File: src/rtl/input_conditioner.sv
// Input conditioner: per-bit synchronizer, N-cycle debounce and registered edge pulses.
// Every output is driven directly by a flop; all bits are fully independent.
module input_conditioner #(
    parameter int WIDTH           = 2,
    parameter int SYNC_STAGES     = 2,
    parameter int DEBOUNCE_CYCLES = 4
) (
    input  logic             clk,
    input  logic             rst,
    input  logic [WIDTH-1:0] raw_in,
    output logic [WIDTH-1:0] clean_out,
    output logic [WIDTH-1:0] rise_pulse,
    output logic [WIDTH-1:0] fall_pulse
);

    localparam int              CNT_W    = (DEBOUNCE_CYCLES > 1) ? $clog2(DEBOUNCE_CYCLES) : 1;
    localparam logic [CNT_W-1:0] CNT_LAST = CNT_W'(DEBOUNCE_CYCLES - 1);

    logic [SYNC_STAGES-1:0][WIDTH-1:0] sync_chain_q;
    logic [WIDTH-1:0]                  sync_q;
    logic [WIDTH-1:0][CNT_W-1:0]       cnt_q, cnt_d;
    logic [WIDTH-1:0]                  clean_q, clean_d;
    logic [WIDTH-1:0]                  rise_q, rise_d;
    logic [WIDTH-1:0]                  fall_q, fall_d;

    assign sync_q = sync_chain_q[SYNC_STAGES-1];

    // NOTE: every next-state value gets a default first, so no bit can hold
    // through an unassigned path and infer a latch.
    always_comb begin
        cnt_d   = cnt_q;
        clean_d = clean_q;
        rise_d  = '0;
        fall_d  = '0;
        for (int i = 0; i < WIDTH; i++) begin
            if (sync_q[i] == clean_q[i]) begin
                cnt_d[i] = '0;
            end else if (cnt_q[i] == CNT_LAST) begin
                // Accepted transition: the counter restarts so the next one needs a full window.
                clean_d[i] = sync_q[i];
                cnt_d[i]   = '0;
                rise_d[i]  = sync_q[i];
                fall_d[i]  = ~sync_q[i];
            end else begin
                cnt_d[i] = cnt_q[i] + CNT_W'(1);
            end
        end
    end

    // NOTE: state is updated with non-blocking assignments; the synchronizer
    // shift depends on each stage reading its predecessor's pre-edge value.
    always_ff @(posedge clk or posedge rst) begin
        if (rst) begin
            sync_chain_q <= '0;
            cnt_q        <= '0;
            clean_q      <= '0;
            rise_q       <= '0;
            fall_q       <= '0;
        end else begin
            sync_chain_q <= {sync_chain_q[SYNC_STAGES-2:0], raw_in};
            cnt_q        <= cnt_d;
            clean_q      <= clean_d;
            rise_q       <= rise_d;
            fall_q       <= fall_d;
        end
    end

    assign clean_out  = clean_q;
    assign rise_pulse = rise_q;
    assign fall_pulse = fall_q;

endmodule

File: config.mk
export PLATFORM = sky130hd
export DESIGN_NAME = input_conditioner
export DESIGN_NICKNAME = d
export VERILOG_FILES = /design/src/rtl/input_conditioner.sv
export SDC_FILE = /design/constraint.sdc
export NUM_CORES = 1
export LEC_CHECK = 0
export BUFFER_PORTS_ARGS = -buffer_cell sky130_fd_sc_hd__buf_2
export CAP_MARGIN = 20
export CORE_AREA = 5 5 42 44
export CTS_BUF_LIST = sky130_fd_sc_hd__clkbuf_8
export DETAILED_ROUTE_END_ITERATION = 7
export DIE_AREA = 0 0 47 49
export GPL_TIMING_DRIVEN = 1
export SYNTH_ARGS = -nofsm -noshare
export SYNTH_HDL_FRONTEND = slang
export SYNTH_SLANG_ARGS = --single-unit
File: constraint.sdc
create_clock -name clk -period 2.24 [get_ports clk]
set_clock_uncertainty 0.05 [all_clocks]
set_input_delay 0.112 -clock clk [delete_from_list [all_inputs] [get_ports clk]]
set_output_delay 0.112 -clock clk [all_outputs]
set_load 0.005 [all_outputs]
==> results of run 1 <==
[routing by layer]
| layer | vias to the layer above | share of wire (%) | global-route usage (%) |
|---|---|---|---|
| met2 | 8 | 46 | 10.9 |
| met4 | 0 | 5.4 | 9.68 |
| li1 | 132 | - | - |
| met3 | 4 | 6.9 | 4.43 |
| met1 | 124 | 41 | 9.51 |
| met5 | - | 0 | 0 |
[worst paths after layout]
check	cells past startpoint	slack, ns	start	end
max	2	1.10	cnt_q[0]	clean_out[0]
min	0	0.30	sync_chain_q[0]	sync_q[0]
max reg2reg	2	1.10	cnt_q[0]	clean_out[0]
min reg2reg	0	0.30	sync_chain_q[0]	sync_q[0]
max in group asynchronous	3	1.40	rst	clean_out[0]
min in group asynchronous	3	0.40	rst	sync_chain_q[1]
[flip-flops by register name (all words and copies together), names as in the netlist]
register / count
sync_chain_q: 2
clean_out: 2
fall_pulse: 2
sync_q: 2
rise_pulse: 2
cnt_q: 4
[cell families (layout without fill, tap and decap cells)]
kind of cell,after synthesis,in the layout,share of synthesized area [%]
AOI/OAI and AO/OA,1,1,1.03
muxes,1,1,2.33
and+or+nand+nor,9,9,14.0
adders and majority gates,2,2,5.17
xor gates and xnor gates,2,2,3.62
buffers and inverters,2,18,1.55
DFF,14,14,72.4
[metrics by stage]
step	instances	setup WS [ns]
floorplan	31	1.16
global placement	56	1.15
detailed placement	56	1.10
CTS	63	1.09
global route	63	1.05
finish	63	1.10
[Yosys cell counts]
master and n:
nor2_1 1, xnor2_1 2, nor3_2 2, nand2_1 1
mux2_1 1, o21ai_0 1, and3b_2 2, ha_1 2
inv_1 2, nor2b_1 2, nor3b_1 1, dfrtp_1 14
[worst max-delay path, cell delays in order (launching register included)]
cell and delay (ns):
dfrtp_1 0.39, ha_1 0.25, mux2_1 0.33
[cell type report]
| type | count | area (sq um) |
|---|---|---|
| fill | 140 | 767 |
| sequential | 14 | 350 |
| multi-input combinational | 15 | 126 |
| timing repair buffer | 12 | 75.1 |
| clock buffer | 4 | 55.1 |
| tap | 16 | 20.0 |
| inverter | 2 | 7.51 |
[power groups by stage]
stage	Combinational, mW	Sequential [mW]	Clock (mW)
finish	0.141	0.347	0.237
detailed placement	0.143	0.352	0
global route	0.162	0.355	0.259
CTS	0.147	0.348	0.246
global placement	0.130	0.346	0
floorplan	0.0932	0.347	0
[repair_timing]
action | 4_1_cts | 5_1_grt
endpoints found under the setup margin | 0 | 0
hold buffers | 3 | 0
endpoints found under the hold margin | 16 | 0
gates resized for setup | 0 | 0
==> flow_summary.json, run 1 <==
{
  "yosys_register_bits": 14,
  "hold_ws_ns": 0.298,
  "drt_iter0_drc": 0,
  "num_io_pins": 10,
  "setup_tns_ns": 0,
  "start_kind": "flip-flop",
  "status": "completed",
  "postRouteAntennaNets": 0,
  "relSlewSlack_pct": 65.8,
  "place.gp.congestion": 0.650,
  "detailed_place_hpwl_microns": 547,
  "grt_pass1_wl_microns": 1290,
  "dpl_cell_area_sq_um": 549,
  "viasPerCell": 4.25,
  "die_h_microns": 49,
  "portBuffers": 9,
  "irDropWorstVdd_mv": 0.602,
  "fin_util_pct": 45.3,
  "synth_area_leader_cell": "dfrtp_1",
  "drive_gt1_share_pct": 36.2,
  "antenna_found_initial": 0,
  "setup_violations": 0,
  "worstPathRequired_ns": 2.31,
  "overflow": 0,
  "synth_cell_types": 12,
  "leakagePower_nw": 0.329,
  "clockBufferDepth": 2,
  "drtPass1Iterations": 1,
  "combPwrFrac_pct": 19.5,
  "final_area_sq_um": 634,
  "netlist_area_sq_um": 484,
  "synth_cells": 31,
  "antennaDiodeCount": 0,
  "max_freq_ghz": 0.876,
  "cts_buffers": 3,
  "ys_seq_area_share_pct": 72.4,
  "hold_violations": 0,
  "hp-class": "reg -> reg",
  "cts_tree": "yes",
  "route.detailed.drc": 0,
  "finalPower_uw": 725,
  "endpoint_kind": "flip-flop",
  "switching_share_pct": 25.5,
  "routed-via-count": 268,
  "syn_to_final_growth_pct": 31.0,
  "core_area_sq_um": 1400,
  "p_int_uw": 540,
  "start_util_pct": 34.6,
  "p_per_area_nw_per_um2": 1140,
  "pwr-share-seq_pct": 47.8,
  "worstSetupPathType": "reg -> reg",
  "clk_latency_ns": 0.24,
  "htree_levels": 1,
  "fin_nets": 54,
  "clkSinkCount": 14,
  "wl_per_cell_microns": 11.8,
  "finalCritPeriodShare_pct": 51.0,
  "final_cell_mix": "14 x dfrtp_1, 9 x buf_2, 4 x clkbuf_8, 3 x dlygate4sd3_1",
  "worst_slew_pin_slew_ns": 0.513,
  "grt_pass1_vias": 286,
  "cap_violations": 0,
  "grt_usage_pct": 8.74,
  "rows": 14,
  "p_clk_share_pct": 32.6,
  "synth_top_area_share_pct": 72.4,
  "p_switching_uw": 185,
  "dieArea_sq_um": 2300,
  "rsz0062_at_grt": "false",
  "syn_nets": 37,
  "arrival_ns": 1.21,
  "drt-total-wl_microns": 741,
  "critical_path.max_fanout": 4,
  "die_w_microns": 47,
  "fin_crit_ns": 1.14,
  "avgSynthCellArea_sq_um": 15.6,
  "cts-root-buf": "clkbuf_8",
  "clkTransAtPathRegs_ns": 0.05,
  "synth_area_leaders": "dfrtp_1 72%, ha_1 5.2%, and3b_2 4.1%, nor3_2 4.1%, xnor2_1 3.6%",
  "postCtsSetupBuffers": 0,
  "grt_max_degree": 15,
  "drv_slew": 0,
  "yosys_warnings": 0,
  "final_common_cell": "dfrtp_1"
}
(Power assumes the default switching activity.)
==> inputs of run 2 (changes only) <==
ABC_AREA = 1   (was not set)
clock period = 1.1 ns   (was 2.24 ns; I/O delays follow)
==> flow_summary.json, run 2 <==
{
  "status": "completed",
  "irDropWorstVdd_mv": 0.912,
  "hp-class": "reg -> reg",
  "cap_violations": 0,
  "fin_nets": 68,
  "grt_pass1_vias": 304,
  "r2r_cells": 4,
  "p_int_mw": 1.07,
  "synth_cell_types": 9,
  "yosys_warnings": 0,
  "worstReg2RegStart": "cnt_q[0]",
  "p_clk_share_pct": 33.6,
  "r2r_slack_ns": 0.11,
  "clkSinkCount": 14,
  "synth_area_leaders": "dfrtp_1 71%, inv_1 6.8%, ha_1 5.0%, nand2_1 4.5%, a21oi_1 4.0%",
  "worstSetupStartpoint": "cnt_q[0]",
  "setup_violations": 0,
  "crit_end": "cnt_q[0]",
  "use_met3_pct": 3.32,
  "netlist_area_sq_um": 497,
  "start_util_pct": 35.4,
  "pwr-share-seq_pct": 46.3,
  "grt_max_degree": 15,
  "place.gp.congestion": 0.637,
  "finalCritPeriodShare_pct": 90.4,
  "max_freq_ghz": 1.01,
  "grt_usage_pct": 8.44,
  "antennaDiodeCount": 0,
  "final_common_cell": "dfrtp_1",
  "synth_common_cells": "14 x dfrtp_1, 9 x inv_1, 6 x nand2_1, 4 x a21oi_1, 4 x nor2_1",
  "drt-total-wl_microns": 721,
  "die_w_microns": 47,
  "use_met2_pct": 11.5,
  "top_register": "cnt_q",
  "async_flop_share_pct": 100,
  "use_met1_pct": 9.24,
  "yosysMostFrequentCell": "dfrtp_1",
  "synth_area_leader_cell": "dfrtp_1",
  "switching_share_pct": 27.8,
  "synth_cells": 45,
  "dpl_cell_area_sq_um": 562,
  "leakagePower_nw": 0.356,
  "num_io_pins": 10,
  "yosys_register_bits": 14,
  "cts_tree": "yes",
  "combPwrFrac_pct": 20.1,
  "routed-via-count": 321,
  "syn_to_final_growth_pct": 31.0,
  "ys_seq_area_share_pct": 70.5,
  "synth_edf_count": 0,
  "arrival_ns": 1.12,
  "final_cell_mix": "14 x dfrtp_1, 9 x inv_1, 9 x buf_2, 6 x nand2_1",
  "rsz0062_at_grt": "false",
  "p_switching_uw": 410,
  "avgSynthCellArea_sq_um": 11.0,
  "clk_latency_ns": 0.24,
  "die_h_microns": 49,
  "detailed_place_hpwl_microns": 538,
  "hold_violations": 0,
  "worst_slew_pin_slew_ns": 0.503,
  "worstPathRequired_ns": 1.23,
  "rows": 14,
  "dieArea_sq_um": 2300,
  "grt_pass1_wl_microns": 1280,
  "setup_tns_ns": 0,
  "largest_register_ff_count": 4,
  "cts_buffers": 3,
  "drtPass1Iterations": 4,
  "route.detailed.drc": 0,
  "synth_ff_type": "dfrtp_1",
  "viasPerCell": 4.17,
  "htree_levels": 1,
  "fin_crit_ns": 0.995,
  "clockBufferDepth": 2,
  "synth_top_area_share_pct": 70.5,
  "overflow": 0,
  "portBuffers": 9,
  "drt_iter0_drc": 4,
  "r2r_end": "cnt_q[0]",
  "relSlewSlack_pct": 66.5,
  "grt.busiest_layer": "met2",
  "critical_path.max_fanout": 3,
  "clkTransAtPathRegs_ns": 0.06,
  "start_kind": "flip-flop",
  "final_area_sq_um": 651,
  "worstSetupPathType": "reg -> reg",
  "drive_gt1_share_pct": 29.5,
  "p_per_area_nw_per_um2": 2270,
  "drv_slew": 0,
  "cts-root-buf": "clkbuf_8",
  "core_area_sq_um": 1400,
  "wl_per_cell_microns": 9.36,
  "endpoint_kind": "flip-flop",
  "antenna_found_initial": 0,
  "syn_nets": 51,
  "postRouteAntennaNets": 0,
  "worstHoldStart": "sync_chain_q[1]"
}
[run 2: cell types whose count changed in the layout (fill, tap and decap cells not counted), moves of 3 or more]
cell / change
a21oi_1: +3
nor2_1: +3
nand2_1: +5
inv_1: +7
[run 2: what timing repair did]
| action | CTS | global route |
|---|---|---|
| hold endpoints to repair | 16 | 0 |
| setup buffers | 0 | 0 |
| hold buffers | 3 | 0 |
| gates resized for setup | 0 | 1 |
| setup endpoints to repair | 0 | 1 |
[run 2: worst max-delay path: stages, from the launching register on]
cell and delay, ns:
dfrtp_1 0.39, ha_1 0.23, inv_1 0.09, nand2_1 0.07
a21oi_2 0.10
[run 2: per-stage QoR]
stage | setup slack (ns) | hold slack, ns | total power [mW] | std cells | util, %
global placement | 0.129 | 0.0620 | 0.962 | 70 | 40.1
floorplan | 0.184 | -0.106 | 0.882 | 45 | -
detailed placement | 0.101 | 0.0515 | 0.978 | 70 | 40.1
global route | 0.0415 | 0.309 | 1.58 | 77 | 46.4
CTS | 0.0849 | 0.298 | 1.49 | 77 | 46.2
finish | 0.105 | 0.296 | 1.48 | 77 | 46.4
[run 2: cell families after synthesis]
group / synth area share, %
buffers and inverters: 8.31
AO/OA/AOI/OAI: 6.05
AND/OR/NAND/NOR: 10.1
flip-flops: 70.5
adder cells (fa/ha/maj): 5.04
[run 2: cell type report]
type | count | area, sq um
inverter | 11 | 41.3
multi-input combinational | 20 | 109
fill | 141 | 751
tap | 16 | 20.0
clock buffer | 4 | 55.1
timing repair buffer | 12 | 75.1
sequential | 14 | 350
[run 2: power groups by stage]
stage | Combinational [mW] | Clock, mW | Sequential [mW]
3_3_place_gp | 0.275 | 0 | 0.688
5_1_grt | 0.346 | 0.537 | 0.699
3_5_place_dp | 0.282 | 0 | 0.696
2_1_floorplan | 0.193 | 0 | 0.689
4_1_cts | 0.292 | 0.509 | 0.686
6_report | 0.297 | 0.496 | 0.683
[run 2: worst min-delay path by stage]
| stage | endpoint | slack [ns] | cells after the start |
|---|---|---|---|
| 3_5_place_dp | rise_pulse[1] | 0.05 | 2 |
| 6_report | sync_q[1] | 0.30 | 0 |
| 2_1_floorplan | clean_out[0] | -0.11 | 1 |
| 3_3_place_gp | clean_out[0] | 0.06 | 2 |
| 5_1_grt | sync_q[1] | 0.31 | 0 |
| 4_1_cts | sync_q[1] | 0.30 | 0 |
[run 2: routing by layer]
metal / wire, microns / up-vias
met4: 29 / 0
met3: 63 / 3
met1: 280 / 141
met5: 0 / -
li1: - / 165
met2: 347 / 12
